## config.mk

```make
export PLATFORM = sky130hd
export DESIGN_NAME = btn_event_arb_flat
export DESIGN_NICKNAME = d
export VERILOG_FILES = /design/src/rtl/btn_event_arb_if.sv /design/src/rtl/btn_event_arb.sv /design/src/flat_wrapper.sv
export SDC_FILE = /design/constraint.sdc
export NUM_CORES = 1
export LEC_CHECK = 0
export ABC_AREA = 0
export CAP_MARGIN = 30
export CORE_UTILIZATION = 45
export CTS_BUF_LIST = sky130_fd_sc_hd__clkbuf_8
export DETAILED_ROUTE_END_ITERATION = 8
export PLACE_DENSITY = 0.67
export SYNTH_ARGS = -nofsm -noshare
export SYNTH_HDL_FRONTEND = slang
export SYNTH_SLANG_ARGS = --single-unit
```

## constraint.sdc

```tcl
create_clock -name clk -period 1.9 [get_ports clk]
set_input_delay 0.38 -clock clk [delete_from_list [all_inputs] [get_ports clk]]
set_output_delay 0.38 -clock clk [all_outputs]
set_load 0.01 [all_outputs]
```

## src/rtl/btn_event_arb_if.sv

```systemverilog
// btn_event_arb_if: button/switch inputs and guess-event outputs of the button front end
interface btn_event_arb_if #(
   parameter int N_BTN = 5,
   parameter int GW    = $clog2(N_BTN + 1)
);
   logic [N_BTN-1:0] btn;
   logic             sw;
   logic             guess_now;
   logic [GW-1:0]    user_guess;
   logic             eval_now;
   logic             rst;
   logic [N_BTN-1:0] btn_level;
   modport master (output btn, sw, guess_now, input user_guess, eval_now, rst, btn_level);
   modport slave  (input btn, sw, guess_now, output user_guess, eval_now, rst, btn_level);
endinterface

```

## src/rtl/btn_event_arb.sv

```systemverilog
// btn_event_arb: sync, tick-debounce, press-detect and lowest-index arbitration of N buttons
// into one-cycle guess events. Define BTN_EVENT_ARB_REPEAT_EN for auto-repeat while held.
module btn_event_arb #(
   parameter int N_BTN        = 5,
   parameter int DIV_W        = 17,
   parameter int STABLE       = 3,
   parameter int REPEAT_TICKS = 32,
   parameter int GW           = $clog2(N_BTN + 1)
) (
   input logic              clk,
   input logic              rst_n,
   btn_event_arb_if.slave   bus
);
   if (STABLE < 2 || STABLE > 8 || REPEAT_TICKS < 1) begin : g_bad_cfg
      $error("btn_event_arb: STABLE must be 2..8 and REPEAT_TICKS >= 1");
   end
   logic [N_BTN-1:0]             btn_s1_q, btn_s2_q, level_q, level_d, level_dly_q, press, rep_hit;
   logic                         sw_s1_q, sw_s2_q, tick_q, tick_d, eval_q, eval_d;
   logic [DIV_W-1:0]             div_q, div_d;
   logic [N_BTN-1:0][STABLE-1:0] hist_q, hist_d;
   logic [GW-1:0]                guess_q, guess_d, win;
   // divider tick and per-channel history shift / debounced level decision
   always_comb begin
      div_d  = div_q + DIV_W'(1);
      tick_d = (div_d == '0);
      hist_d  = hist_q;
      level_d = level_q;
      for (int i = 0; i < N_BTN; i++) begin
         hist_d[i]  = tick_q ? {hist_q[i][STABLE-2:0], btn_s2_q[i]} : hist_q[i];
         level_d[i] = (&hist_q[i]) ? 1'b1 : (~|hist_q[i]) ? 1'b0 : level_q[i];
      end
   end
`ifdef BTN_EVENT_ARB_REPEAT_EN
   localparam int RC_W = $clog2(REPEAT_TICKS + 1);
   logic [N_BTN-1:0][RC_W-1:0] rep_q, rep_d;
   // hold-time tick counters; a hit re-raises press and restarts the count
   always_comb begin
      rep_d   = rep_q;
      rep_hit = '0;
      for (int i = 0; i < N_BTN; i++) begin
         rep_hit[i] = level_q[i] & tick_q & (rep_q[i] == RC_W'(REPEAT_TICKS - 1));
         rep_d[i]   = (!level_q[i] || rep_hit[i]) ? '0 : tick_q ? rep_q[i] + RC_W'(1) : rep_q[i];
      end
   end
   // repeat counter registers
   always_ff @(posedge clk or negedge rst_n) begin
      if (!rst_n) rep_q <= '0;
      else        rep_q <= rep_d;
   end
`else
   assign rep_hit = '0;
`endif
   // press detect and lowest-index arbitration; presses without guess_now are dropped
   always_comb begin
      press = (level_q & ~level_dly_q) | rep_hit;
      win   = GW'(N_BTN);
      for (int i = N_BTN - 1; i >= 0; i--) begin
         if (press[i]) win = GW'(i);
      end
      eval_d  = bus.guess_now & (|press);
      guess_d = eval_d ? win : guess_q;
   end
   // all front-end state, cleared asynchronously so a mid-debounce reset leaves nothing behind
   always_ff @(posedge clk or negedge rst_n) begin
      if (!rst_n) begin
         btn_s1_q    <= '0;
         btn_s2_q    <= '0;
         sw_s1_q     <= 1'b0;
         sw_s2_q     <= 1'b0;
         div_q       <= '0;
         tick_q      <= 1'b0;
         hist_q      <= '0;
         level_q     <= '0;
         level_dly_q <= '0;
         eval_q      <= 1'b0;
         guess_q     <= GW'(N_BTN);
      end else begin
         btn_s1_q    <= bus.btn;
         btn_s2_q    <= btn_s1_q;
         sw_s1_q     <= bus.sw;
         sw_s2_q     <= sw_s1_q;
         div_q       <= div_d;
         tick_q      <= tick_d;
         hist_q      <= hist_d;
         level_q     <= level_d;
         level_dly_q <= level_q;
         eval_q      <= eval_d;
         guess_q     <= guess_d;
      end
   end
   assign bus.user_guess = guess_q;
   assign bus.eval_now   = eval_q;
   assign bus.rst        = sw_s2_q;
   assign bus.btn_level  = level_q;
endmodule

```

## src/flat_wrapper.sv

```systemverilog
// flat-port wrapper written by rule: the top's interface ports become plain ports
module btn_event_arb_flat 
#(
   parameter int N_BTN        = 5,
   parameter int DIV_W        = 17,
   parameter int STABLE       = 3,
   parameter int REPEAT_TICKS = 32,
   parameter int GW           = $clog2(N_BTN + 1)
)
  (clk, rst_n, bus_btn, bus_sw, bus_guess_now, bus_user_guess, bus_eval_now, bus_rst, bus_btn_level);
  btn_event_arb_if #(.N_BTN(N_BTN), .GW(GW)) bus_i ();
  input logic clk;
  input logic rst_n;
  input wire logic [$bits(bus_i.btn)-1:0] bus_btn;
  input wire logic [$bits(bus_i.sw)-1:0] bus_sw;
  input wire logic [$bits(bus_i.guess_now)-1:0] bus_guess_now;
  output wire logic [$bits(bus_i.user_guess)-1:0] bus_user_guess;
  output wire logic [$bits(bus_i.eval_now)-1:0] bus_eval_now;
  output wire logic [$bits(bus_i.rst)-1:0] bus_rst;
  output wire logic [$bits(bus_i.btn_level)-1:0] bus_btn_level;
  assign bus_i.btn = bus_btn;
  assign bus_i.sw = bus_sw;
  assign bus_i.guess_now = bus_guess_now;
  assign bus_user_guess = bus_i.user_guess;
  assign bus_eval_now = bus_i.eval_now;
  assign bus_rst = bus_i.rst;
  assign bus_btn_level = bus_i.btn_level;
  btn_event_arb #(.N_BTN(N_BTN), .DIV_W(DIV_W), .STABLE(STABLE), .REPEAT_TICKS(REPEAT_TICKS), .GW(GW)) u_core (.clk(clk), .rst_n(rst_n), .bus(bus_i));
endmodule
```

# [Yosys cells after proc, flatten, opt, wreduce, memory -nomap -nowiden]
# Index checks and enable logic that the tools add are counted.
[totals] word_cells=55 reg_bits=59 mem_bits_ro=0 mem_bits_rw=0 output_inout_bits=10 latchBits=0 n_memories=0
[op_classes] div=0 n_eq_ne=5 reduce_logical=12 magnitude_cmp=0 shifts=0 n_mul=0 muxes=15 n_addsub=1 n_bitwise=3
[ops] operator="adder 17 x 1 -> 17 bit, second input constant" count=1
[ops] operator="zero test 17 bit" count=1
[ops] operator="AND reduction 3 bit" count=5
[ops] operator="OR reduction 3 bit" count=5
[ops] operator="2-to-1 mux 3 bit" count=4
[ops] operator="2-to-1 mux 1 bit" count=11
[ops] operator="!= test 2 x 1 -> 1 bit, second input constant" count=5
[ops] operator="bitwise AND 5 bit" count=1
[ops] operator="inverter 5 bit" count=1
[ops] operator="OR reduction 5 bit" count=1
[ops] operator="bitwise AND 1 bit" count=1

# [Depth between registers and ports, before layout]
# Gate-level depths: netlist of run 1.
[logic_depth] word_depth=7 depth_mapped=7

# [Least setup slack after synthesis of run 1]
# No wires, ideal clock.
[synth_path] path_kind="flip-flop to flip-flop" startpoint="register u_core.div_q[0]" endpoint="register u_core.tick_q" setup_slack_ns=-0.100 arrival_time_ns=1.905 path_buffers=1 stages_incl_launch_ff=8 t_required_ns=1.804 path_cell_list="dfrtp_1 > ha_1 > buf_2 > nand4_2 > nor4b_2 > nand4_1 > a221o_1 > nor4_2"
[synth_between] elab_chain_len=2
[synth_rtl] element="start: declaration" line_no="btn_event_arb.sv:19" source="logic [DIV_W-1:0] div_q, div_d;"
[synth_rtl] element="start signal: assignment" line_no="btn_event_arb.sv:82" source="div_q <= div_d;"
[synth_rtl] element="adder 17 x 1 -> 17 bit" line_no="btn_event_arb.sv:24" source="div_d = div_q + DIV_W'(1);"
[synth_rtl] element="zero test 17 bit" line_no="btn_event_arb.sv:25" source="tick_d = (div_d == '0);"
[synth_rtl] element="named net u_core.tick_d" line_no="btn_event_arb.sv:18" source="logic sw_s1_q, sw_s2_q, tick_q, tick_d, eval_q, eval_d;"
[synth_rtl] element="end signal: assignment" line_no="btn_event_arb.sv:83" source="tick_q <= tick_d;"
[synth_rtl] element="end: declaration" line_no="btn_event_arb.sv:18"
# The timed path passes the listed nets, and every way through them passes these cells.
# A chain may end at the register's enable or synchronous reset.

# [Worst setup path after layout of run 1]
# Ends and elaborated chain as after synthesis.

==> results of run 1 <==
[layout make-up]
| cell class | count | area share, % |
|---|---|---|
| flip-flops and latches | 59 | 48.7 |
| well taps | 70 | 2.87 |
| inverters | 12 | 1.48 |
| clock inverters | 6 | 1.77 |
| multi-input cells | 116 | 29.6 |
| repair buffers | 39 | 11.5 |
| clock buffers | 9 | 4.06 |
[sequential cells by signal, indices dropped and copies added, names as in the netlist]
| signal | count |
|---|---|
| u_core.bus.user_guess | 3 |
| u_core.bus.eval_now | 1 |
| u_core.btn_s1_q | 5 |
| u_core.tick_q | 1 |
| u_core.sw_s1_q | 1 |
| u_core.div_q | 17 |
| u_core.btn_s2_q | 5 |
| u_core.bus.btn_level | 5 |
| u_core.level_dly_q | 5 |
| u_core.bus.rst | 1 |
| u_core.hist_q | 15 |
[cell usage in the layout (no fill, tap or decap), types with 2 or more instances in the layout]
cell type        netlist  routed
nor3_1                 4       3
dfrtp_1               57      52
xor2_1                 9       9
nand4_1                3       3
dfstp_2                2       2
clkbuf_8               1       9
nand3_4                1       2
nand2b_1               2       2
buf_4                  1      19
a21oi_1                6       6
nor4_4                 1       2
mux2i_1                3       3
mux2_2                11      11
nand3_1                6       5
o21ai_0               21      21
nor2_1                 7       7
inv_1                 12      15
nor4_1                 2       2
dfrtp_2                0       5
clkdlybuf4s50_1        0      17
xnor2_1                7       7
and3_1                 2       2
nand2_1               12      12
or4_4                  0       2
[cells by family after synthesis]
group	after synthesis	synth area share, %
XOR/XNOR	16	5.79
multiplexers	14	6.36
flip-flops	59	61.1
adder cells (fa/ha/maj)	2	1.03
AND/OR/NAND/NOR	50	13.0
AO/OA/AOI/OAI	34	7.96
buffers and inverters	19	4.81
[routing by layer]
metal	vias to the layer above	GRT usage, %	wire (µm)
li1	749	-	-
met1	724	21.1	1820
met2	25	23.7	1760
met3	7	3.57	102
met4	0	12.3	107
met5	-	0	0
[power by group]
group	internal (µW)	switching, µW	leakage [µW]
Sequential	1270	2.83	0.000769
Combinational	19.5	26.7	0.000533
Clock	581	440	0.0000989
[worst max-delay path: stages, from the launching register on]
cell	delay [ps]
dfrtp_2	400
ha_4	170
nand4_4	140
nor4b_4	310
mux2i_1	120
a221o_1	390
nor4_4	220
[timing repair]
item                                    CTS  global route
endpoints found under the setup margin    1             1
hold buffers                              0             0
resized for setup                         8             7
pin swaps                                 4             4
buffers inserted                          3             3
[per-stage QoR]
step | TNS (ps) | instance area, µm² | power (µW) | instances
4_1_cts | -31.1 | 2990 | 2380 | 308
3_5_place_dp | -62.9 | 2760 | 1340 | 290
5_1_grt | -22.9 | 3050 | 2430 | 311
6_report | 0 | 3050 | 2340 | 311
3_3_place_gp | 0 | 2760 | 1340 | 290
2_1_floorplan | 0 | 2450 | 1300 | 194
[worst max-delay path by stage]
stage / start / endpoint / slack, ps / depth (start not counted)
after global placement: u_core.div_q[1] / u_core.tick_q / 40 / 6
after CTS: u_core.div_q[0] / u_core.tick_q / -30 / 6
final: u_core.div_q[0] / u_core.tick_q / 50 / 6
after floorplan: u_core.div_q[0] / u_core.tick_q / 4 / 7
after detailed placement: u_core.div_q[3] / u_core.tick_q / -60 / 5
after global routing: u_core.div_q[0] / u_core.tick_q / -20 / 6
==> results.ini, run 1 <==
[synth]
synth_top_cell_by_area=dfrtp_1
avgSynthCellArea_um2=12.5
synth-main-ff-cell=dfrtp_1
synthTopCellsByCount=57 x dfrtp_1, 21 x o21ai_0, 12 x inv_1, 12 x nand2_1, 11 x mux2_2
syn_area_um2=2420
synth_top_area_share_pct=58.9
synthDistinctLibCells=43
async_reset_ff_share_pct=100
synth-edff-count=0
synth_most_common_cell=dfrtp_1
syn_inst=194
ys_seq_elements=59
synthTopCellsByArea=dfrtp_1 59%, mux2_2 5.1%, o21ai_0 4.3%
yosys_warnings=0
yosysSeqAreaShare_pct=61.1
synth.net_count=205

[grt]
grt_pass1_vias=1488
antenna_found_initial=0
grtUsageTotal_pct=16.2
overflow=0
grt_pass1_wl_mm=6.53
grt_max_degree=60

[route]
antenna_left=0
routedWlPerCell_um=12.2
wl_mm=3.79
drc_errors=0
routed-via-count=1505
vias_per_cell=4.84
firstDrtPassIters=5
drtIter0Drc=51

[worst_setup_path]
r2r-end=u_core.tick_q
r2r-start=u_core.div_q[0]
rrSetupSlack_ps=50
path_class=flip-flop to flip-flop
start_kind=flip-flop
required_ps=2120
reg2reg_depth=6
critPathCaptureType=flip-flop
arrival_ps=2070
critPathMaxFanout=5

[placed_design]
gp_congestion=0.816
post-dp-hpwl_mm=2.49
port_buffers=18
pre_cts_ws_ps=-62.9

[timing]
fmax_mhz=541
drv_slew=0
timing.hold.ws_ps=64.1
min_period_ps=1850
worst_slew_pin_slew_ps=360
finalCritPeriodShare_pct=97.2
slew_headroom_pct=75.9
rsz0062_at_grt=true
clock_skew_ps=7.14
finalHoldViolations=0
setup_viol=0
setup_ws_ps=53.1

[power_and_ir_drop]
power_density_nw_per_um2=768
ir_drop_uv=498
p_leak_uw=0.00140

[layout]
fillers=447
nNetsFinal=248
antenna_cells=0
finish.utilization_pct=59.3
area_delta_synth_final_pct=25.9
multi_input_area_um2=903
drive_gt1_share_pct=27.8
regArea_um2=1490

[clock_tree]
clockRootBuffer=clkbuf_8
insertion_delay_ps=330
cts_tree=done
cts_sinks=59
cts_buffer_depth=2
cts_buffers=9
path_clk_slew_ps=60
htree_num_levels=3

[floorplanning]
coreArea_um2=5140
die_h_um=75.4
rows=26
io_pins=19
die_x_um=75.4
die-area_um2=5680
start_util_pct=47.1

[hold_path]
hold_path.class=input port to asynchronous set/reset pin

[status]
status=complete, no violations

[job]
max-cap-violations=0

No activity file was read; power rests on OpenSTA's default activity.
==> run 2, diff against run 1 <==
- PLACE_DENSITY: 0.67 -> default
- clock period: 1.9 -> 2 ns (I/O delays scaled with it)
==> results.ini, run 2 (same netlist as run 1, synthesis figures left out) <==
[clock_tree]
insertion_delay_ps=330  ; about the same
cts_buffer_depth=2  ; unchanged
path_clk_slew_ps=70  ; about the same
cts_sinks=59  ; unchanged
htree_num_levels=3  ; unchanged
cts_tree=done
cts_hold_buf=0  ; unchanged
clockRootBuffer=clkbuf_8
cts_buffers=9  ; unchanged

[route]
antenna_left=0  ; unchanged
firstDrtPassIters=4  ; -1
routed-via-count=1597  ; +6.1%
vias_per_cell=5.12  ; +5.8%
drtIter0Drc=76  ; +49%
wl_mm=4.58  ; +21%
routedWlPerCell_um=14.7  ; +20%
drc_errors=0  ; unchanged

[power_and_ir_drop]
total_power_uw=2300  ; -1.6%
p_leak_uw=0.00138  ; -1.2%
ir_drop_uv=493  ; -1.1%
power_density_nw_per_um2=751  ; -2.2%

[layout]
area_delta_synth_final_pct=26.7
fillers=443  ; -0.89%
largest_reg_flops=17  ; unchanged
nNetsFinal=248  ; unchanged
drive_gt1_share_pct=28.5  ; +0.71 points
final_common_cell=dfrtp_1
antenna_cells=0  ; unchanged
multi_input_area_um2=906  ; +0.28%
largest-register=u_core.div_q
stdcell_count=312  ; +0.32%
final_cell_mix=52 x dfrtp_1, 21 x o21ai_0, 19 x buf_4, 17 x clkdlybuf4s50_1, 13 x inv_1
finish.utilization_pct=59.7  ; +0.37 points
regArea_um2=1490  ; unchanged
top_regs=u_core.div_q: 17 flops, u_core.hist_q: 15 flops

[placed_design]
place_inst=287  ; -1.0%
post-dp-hpwl_mm=3.04  ; +22%
pre_cts_ws_ps=-51.0  ; +11.9 ps
gp_congestion=0.827  ; +1.4%
port_buffers=18  ; unchanged

[grt]
grt_max_degree=29  ; -52%
antenna_found_initial=0  ; unchanged
overflow=0  ; unchanged
grt_pass1_wl_mm=6.93  ; +6.0%
grt_pass1_vias=1546  ; +3.9%
grtUsageTotal_pct=17.3  ; +1.1 points

[timing]
finalHoldViolations=0  ; unchanged
setup_viol=0  ; unchanged
finalCritPeriodShare_pct=99.6  ; +2.4 points
fin_setup_tns_ps=0  ; unchanged
worst_slew_pin_slew_ps=704  ; +344 ps
slew_headroom_pct=53.1  ; -23 points
min_period_ps=1990  ; +145 ps
setup_ws_ps=8.15  ; -44.9 ps
clock_skew_ps=9.04  ; +1.89 ps
drv_slew=0  ; unchanged
fmax_mhz=502  ; -7.3%

[worst_setup_path]
arrival_ps=2230  ; +160 ps
critPathCaptureType=flip-flop
path_class=flip-flop to flip-flop
critPathMaxFanout=5  ; unchanged
start_kind=flip-flop
required_ps=2240  ; +120 ps

[floorplanning]
rows=26  ; unchanged
die_x_um=75.4  ; unchanged
die_h_um=75.4  ; unchanged
die-area_um2=5680  ; unchanged
io_pins=19  ; unchanged
start_util_pct=47.1  ; unchanged
coreArea_um2=5140  ; unchanged

[status]
status=complete, no violations

[job]
max-cap-violations=0  ; unchanged

[hold_path]
hold_path.class=input port to asynchronous set/reset pin

[run 2: cell count changes in the layout (fill, tap and decap cells not counted), sizes merged]
cell	change
clkbuf	+1
clkinv	+2
inv	-2
[run 2: area by class of cell]
| type | instances | area share (%) |
|---|---|---|
| repair buffers | 39 | 11.4 |
| flip-flops and latches | 59 | 48.4 |
| inverters | 12 | 1.47 |
| multi-input cells | 116 | 29.5 |
| clock inverters | 6 | 1.84 |
| well taps | 70 | 2.86 |
| clock buffers | 10 | 4.49 |
[run 2: path summary, 6_finish.rpt]
| kind | end | startpoint | slack [ps] | cells past startpoint |
|---|---|---|---|---|
| max in group asynchronous | u_core.hist_q[5] | rst_n | 1400 | 2 |
| max | u_core.tick_q | u_core.div_q[1] | 8 | 6 |
| min | u_core.bus.btn_level[4] | rst_n | 40 | 1 |
| min reg2reg | u_core.bus.rst | u_core.sw_s1_q | 350 | 0 |
| max reg2reg | u_core.tick_q | u_core.div_q[1] | 8 | 6 |
| min in group clk | u_core.bus.rst | u_core.sw_s1_q | 350 | 0 |
[run 2: routing by layer]
metal | GRT usage (%) | vias up | part of all wire (%)
met1 | 19.0 | 809 | 41
met4 | 9.88 | 0 | 1.8
met5 | 0 | - | 0
met3 | 4.37 | 8 | 2.5
met2 | 30.4 | 28 | 55
li1 | - | 752 | -
[run 2: what timing repair did]
item                                    4_1_cts  5_1_grt
resized for setup                             4       13
endpoints found under the setup margin        1        1
setup buffers                                 0        9
pin swaps                                     0        9
[run 2: power by group]
part | switching, µW | internal (µW) | leakage, µW | total (µW)
Clock | 451 | 597 | 0.000103 | 1050
Combinational | 27.1 | 19.6 | 0.000513 | 46.7
Sequential | 2.86 | 1210 | 0.000768 | 1210
Total | 480 | 1820 | 0.00138 | 2300
[run 2: worst max-delay path, stage by stage, from the launching register on]
cell and delay [ps]:
dfrtp_1 410, ha_4 190, nand4_4 150, buf_4 180, nor4_1 420, xor2_1 230
nor4_4 310
[run 2: per-stage QoR]
stage          hold slack (ps)  instance area (µm²)
5_1_grt                   69.5                 3070
2_1_floorplan              104                 2440
6_report                  42.4                 3070
3_3_place_gp               332                 2730
3_5_place_dp               339                 2730
4_1_cts                   42.5                 2940
==> run 3, diff against run 2 <==
- CELL_PAD_IN_SITES_DETAIL_PLACEMENT: default -> 2
- CELL_PAD_IN_SITES_GLOBAL_PLACEMENT: default -> 2
- CORE_UTILIZATION: 45 -> 41
- PLACE_DENSITY_LB_ADDON: default -> 0.1
==> results.ini, run 3 (same netlist as run 1, synthesis figures left out) <==
[clock_tree]
cts_hold_buf=0  ; unchanged
cts_sinks=59  ; unchanged
htree_num_levels=3  ; unchanged
path_clk_slew_ps=70  ; about the same
clockRootBuffer=clkbuf_8
cts_buffers=9  ; unchanged
insertion_delay_ps=340  ; about the same
cts_tree=done
cts_buffer_depth=2  ; unchanged

[power_and_ir_drop]
power_density_nw_per_um2=820  ; +9.2%
ir_drop_uv=572  ; +16%
p_leak_uw=0.00145  ; +4.6%

[route]
routed-via-count=1696  ; +6.2%
drc_errors=0  ; unchanged
firstDrtPassIters=4  ; unchanged
vias_per_cell=5.30  ; +3.5%
routedWlPerCell_um=20.0  ; +36%
antenna_left=0  ; unchanged
wl_mm=6.39  ; +40%
drtIter0Drc=56  ; -26%

[timing]
setup_viol=2  ; +2
slew_headroom_pct=73.4  ; +20 points
fmax_mhz=464  ; -7.6%
min_period_ps=2150  ; +163 ps
setup_ws_ps=-155  ; -163 ps
clock_skew_ps=4.84  ; -4.20 ps
finalHoldViolations=0  ; unchanged
drv_slew=0  ; unchanged
worst_slew_pin_slew_ps=395  ; -309 ps
finalCritPeriodShare_pct=108  ; +8.2 points
timing.hold.ws_ps=56.6  ; +14.1 ps
rsz0062_at_grt=true

[floorplanning]
coreArea_um2=5610  ; +9.1%
rows=27  ; +3.8%
start_util_pct=43.2  ; -3.9 points
die_h_um=78.8  ; +4.6%
die-area_um2=6220  ; +9.5%
die_x_um=78.8  ; +4.6%
io_pins=19  ; unchanged

[grt]
grt_pass1_vias=1959  ; +27%
grt_pass1_wl_mm=10.7  ; +54%
grt_max_degree=60  ; +110%
overflow=0  ; unchanged
antenna_found_initial=0  ; unchanged
grtUsageTotal_pct=23.7  ; +6.4 points

[layout]
finish.utilization_pct=56.1  ; -3.6 points
antenna_cells=0  ; unchanged
final_cell_mix=56 x dfrtp_1, 24 x buf_4, 21 x o21ai_0, 17 x clkdlybuf4s50_1, 14 x inv_1
drive_gt1_share_pct=27.8  ; -0.69 points
area_delta_synth_final_pct=29.9
top_regs=u_core.div_q: 17 flops, u_core.hist_q: 15 flops
nNetsFinal=254  ; +2.4%
largest-register=u_core.div_q
stdcell_count=320  ; +2.6%
final_common_cell=dfrtp_1
fillers=546  ; +23%
largest_reg_flops=17  ; unchanged
design_area_um2=3150  ; +2.6%

[placed_design]
place_inst=297  ; +3.5%
port_buffers=18  ; unchanged
gp_congestion=0.847  ; +2.3%
post-dp-hpwl_mm=4.05  ; +33%
dpl_cell_area_um2=2810  ; +2.7%

[worst_setup_path]
start_kind=flip-flop
r2r-start=u_core.div_q[0]
critPathLaunch=u_core.div_q[0]
arrival_ps=2380  ; +150 ps
critPathCaptureType=flip-flop
path_class=flip-flop to flip-flop
critPathMaxFanout=4  ; -1
required_ps=2230  ; about the same

[job]
max-cap-violations=0  ; unchanged

[hold_path]
hold_path.class=input port to asynchronous set/reset pin

[status]
violations=negative setup slack
status=complete, but fails checks

-- run 3: cell count changes in the layout (fill, tap and decap cells not counted), moves of 2 or more --
cell       before  now
buf_4          19   24
bufinv_16       1    3
clkinv_2        3    0
dfrtp_1        52   56
dfrtp_2         5    1
-- run 3: stage by stage --
| step | power (µW) | setup WS, ps | setup TNS, ps |
|---|---|---|---|
| 4_1_cts | 2610 | -123 | -123 |
| 3_5_place_dp | 1280 | -186 | -186 |
| 5_1_grt | 2660 | -220 | -366 |
| 3_3_place_gp | 1280 | 82.1 | 0 |
| 2_1_floorplan | 1230 | 10.4 | 0 |
| 6_report | 2580 | -155 | -219 |
-- run 3: report_power, final --
group | switching (µW) | internal, µW
registers | 3.74 | 1210
logic | 26.6 | 18.6
clock network | 473 | 853
-- run 3: what timing repair did --
item | CTS | global route
resized for setup | 8 | 1
endpoints found under the setup margin | 1 | 2
gates cloned | 0 | 0
buffers inserted | 3 | 4
pin swaps | 4 | 4
-- run 3: layout make-up --
| cell class | count | area (µm²) | share of cell area [%] |
|---|---|---|---|
| Clock inverter | 6 | 105 | 3.34 |
| Tap cell | 72 | 90.1 | 2.86 |
| Timing Repair Buffer | 45 | 407 | 12.9 |
| Multi-Input combinational cell | 116 | 881 | 28.0 |
| Clock buffer | 10 | 138 | 4.38 |
| Inverter | 12 | 45.0 | 1.43 |
| Sequential cell | 59 | 1480 | 47.1 |
-- run 3: worst max-delay path, cell delays in order (launching register included) --
cell	delay (ps)
dfrtp_1	380
buf_6	120
ha_4	160
nand4_4	120
buf_12	170
nor4b_4	370
nand4_1	150
a221o_1	360
nor4_2	210
-- run 3: final timing paths --
path	slack, ps	cells past startpoint	to
max	-150	8	u_core.tick_q
min	60	2	u_core.bus.user_guess[1]
max reg2reg	-150	8	u_core.tick_q
min reg2reg	350	0	u_core.btn_s2_q[3]
max in group asynchronous	1660	2	u_core.bus.user_guess[2]
min in group clk	350	0	u_core.btn_s2_q[3]
-- run 3: per-layer routing --
layer / share of wire [%] / vias to the layer above / track usage (%)
li1: - / 766 / -
met1: 40 / 888 / 27.3
met2: 56 / 31 / 42.7
met3: 3.1 / 11 / 6.55
met4: 1.3 / 0 / 7.27
met5: 0 / - / 0
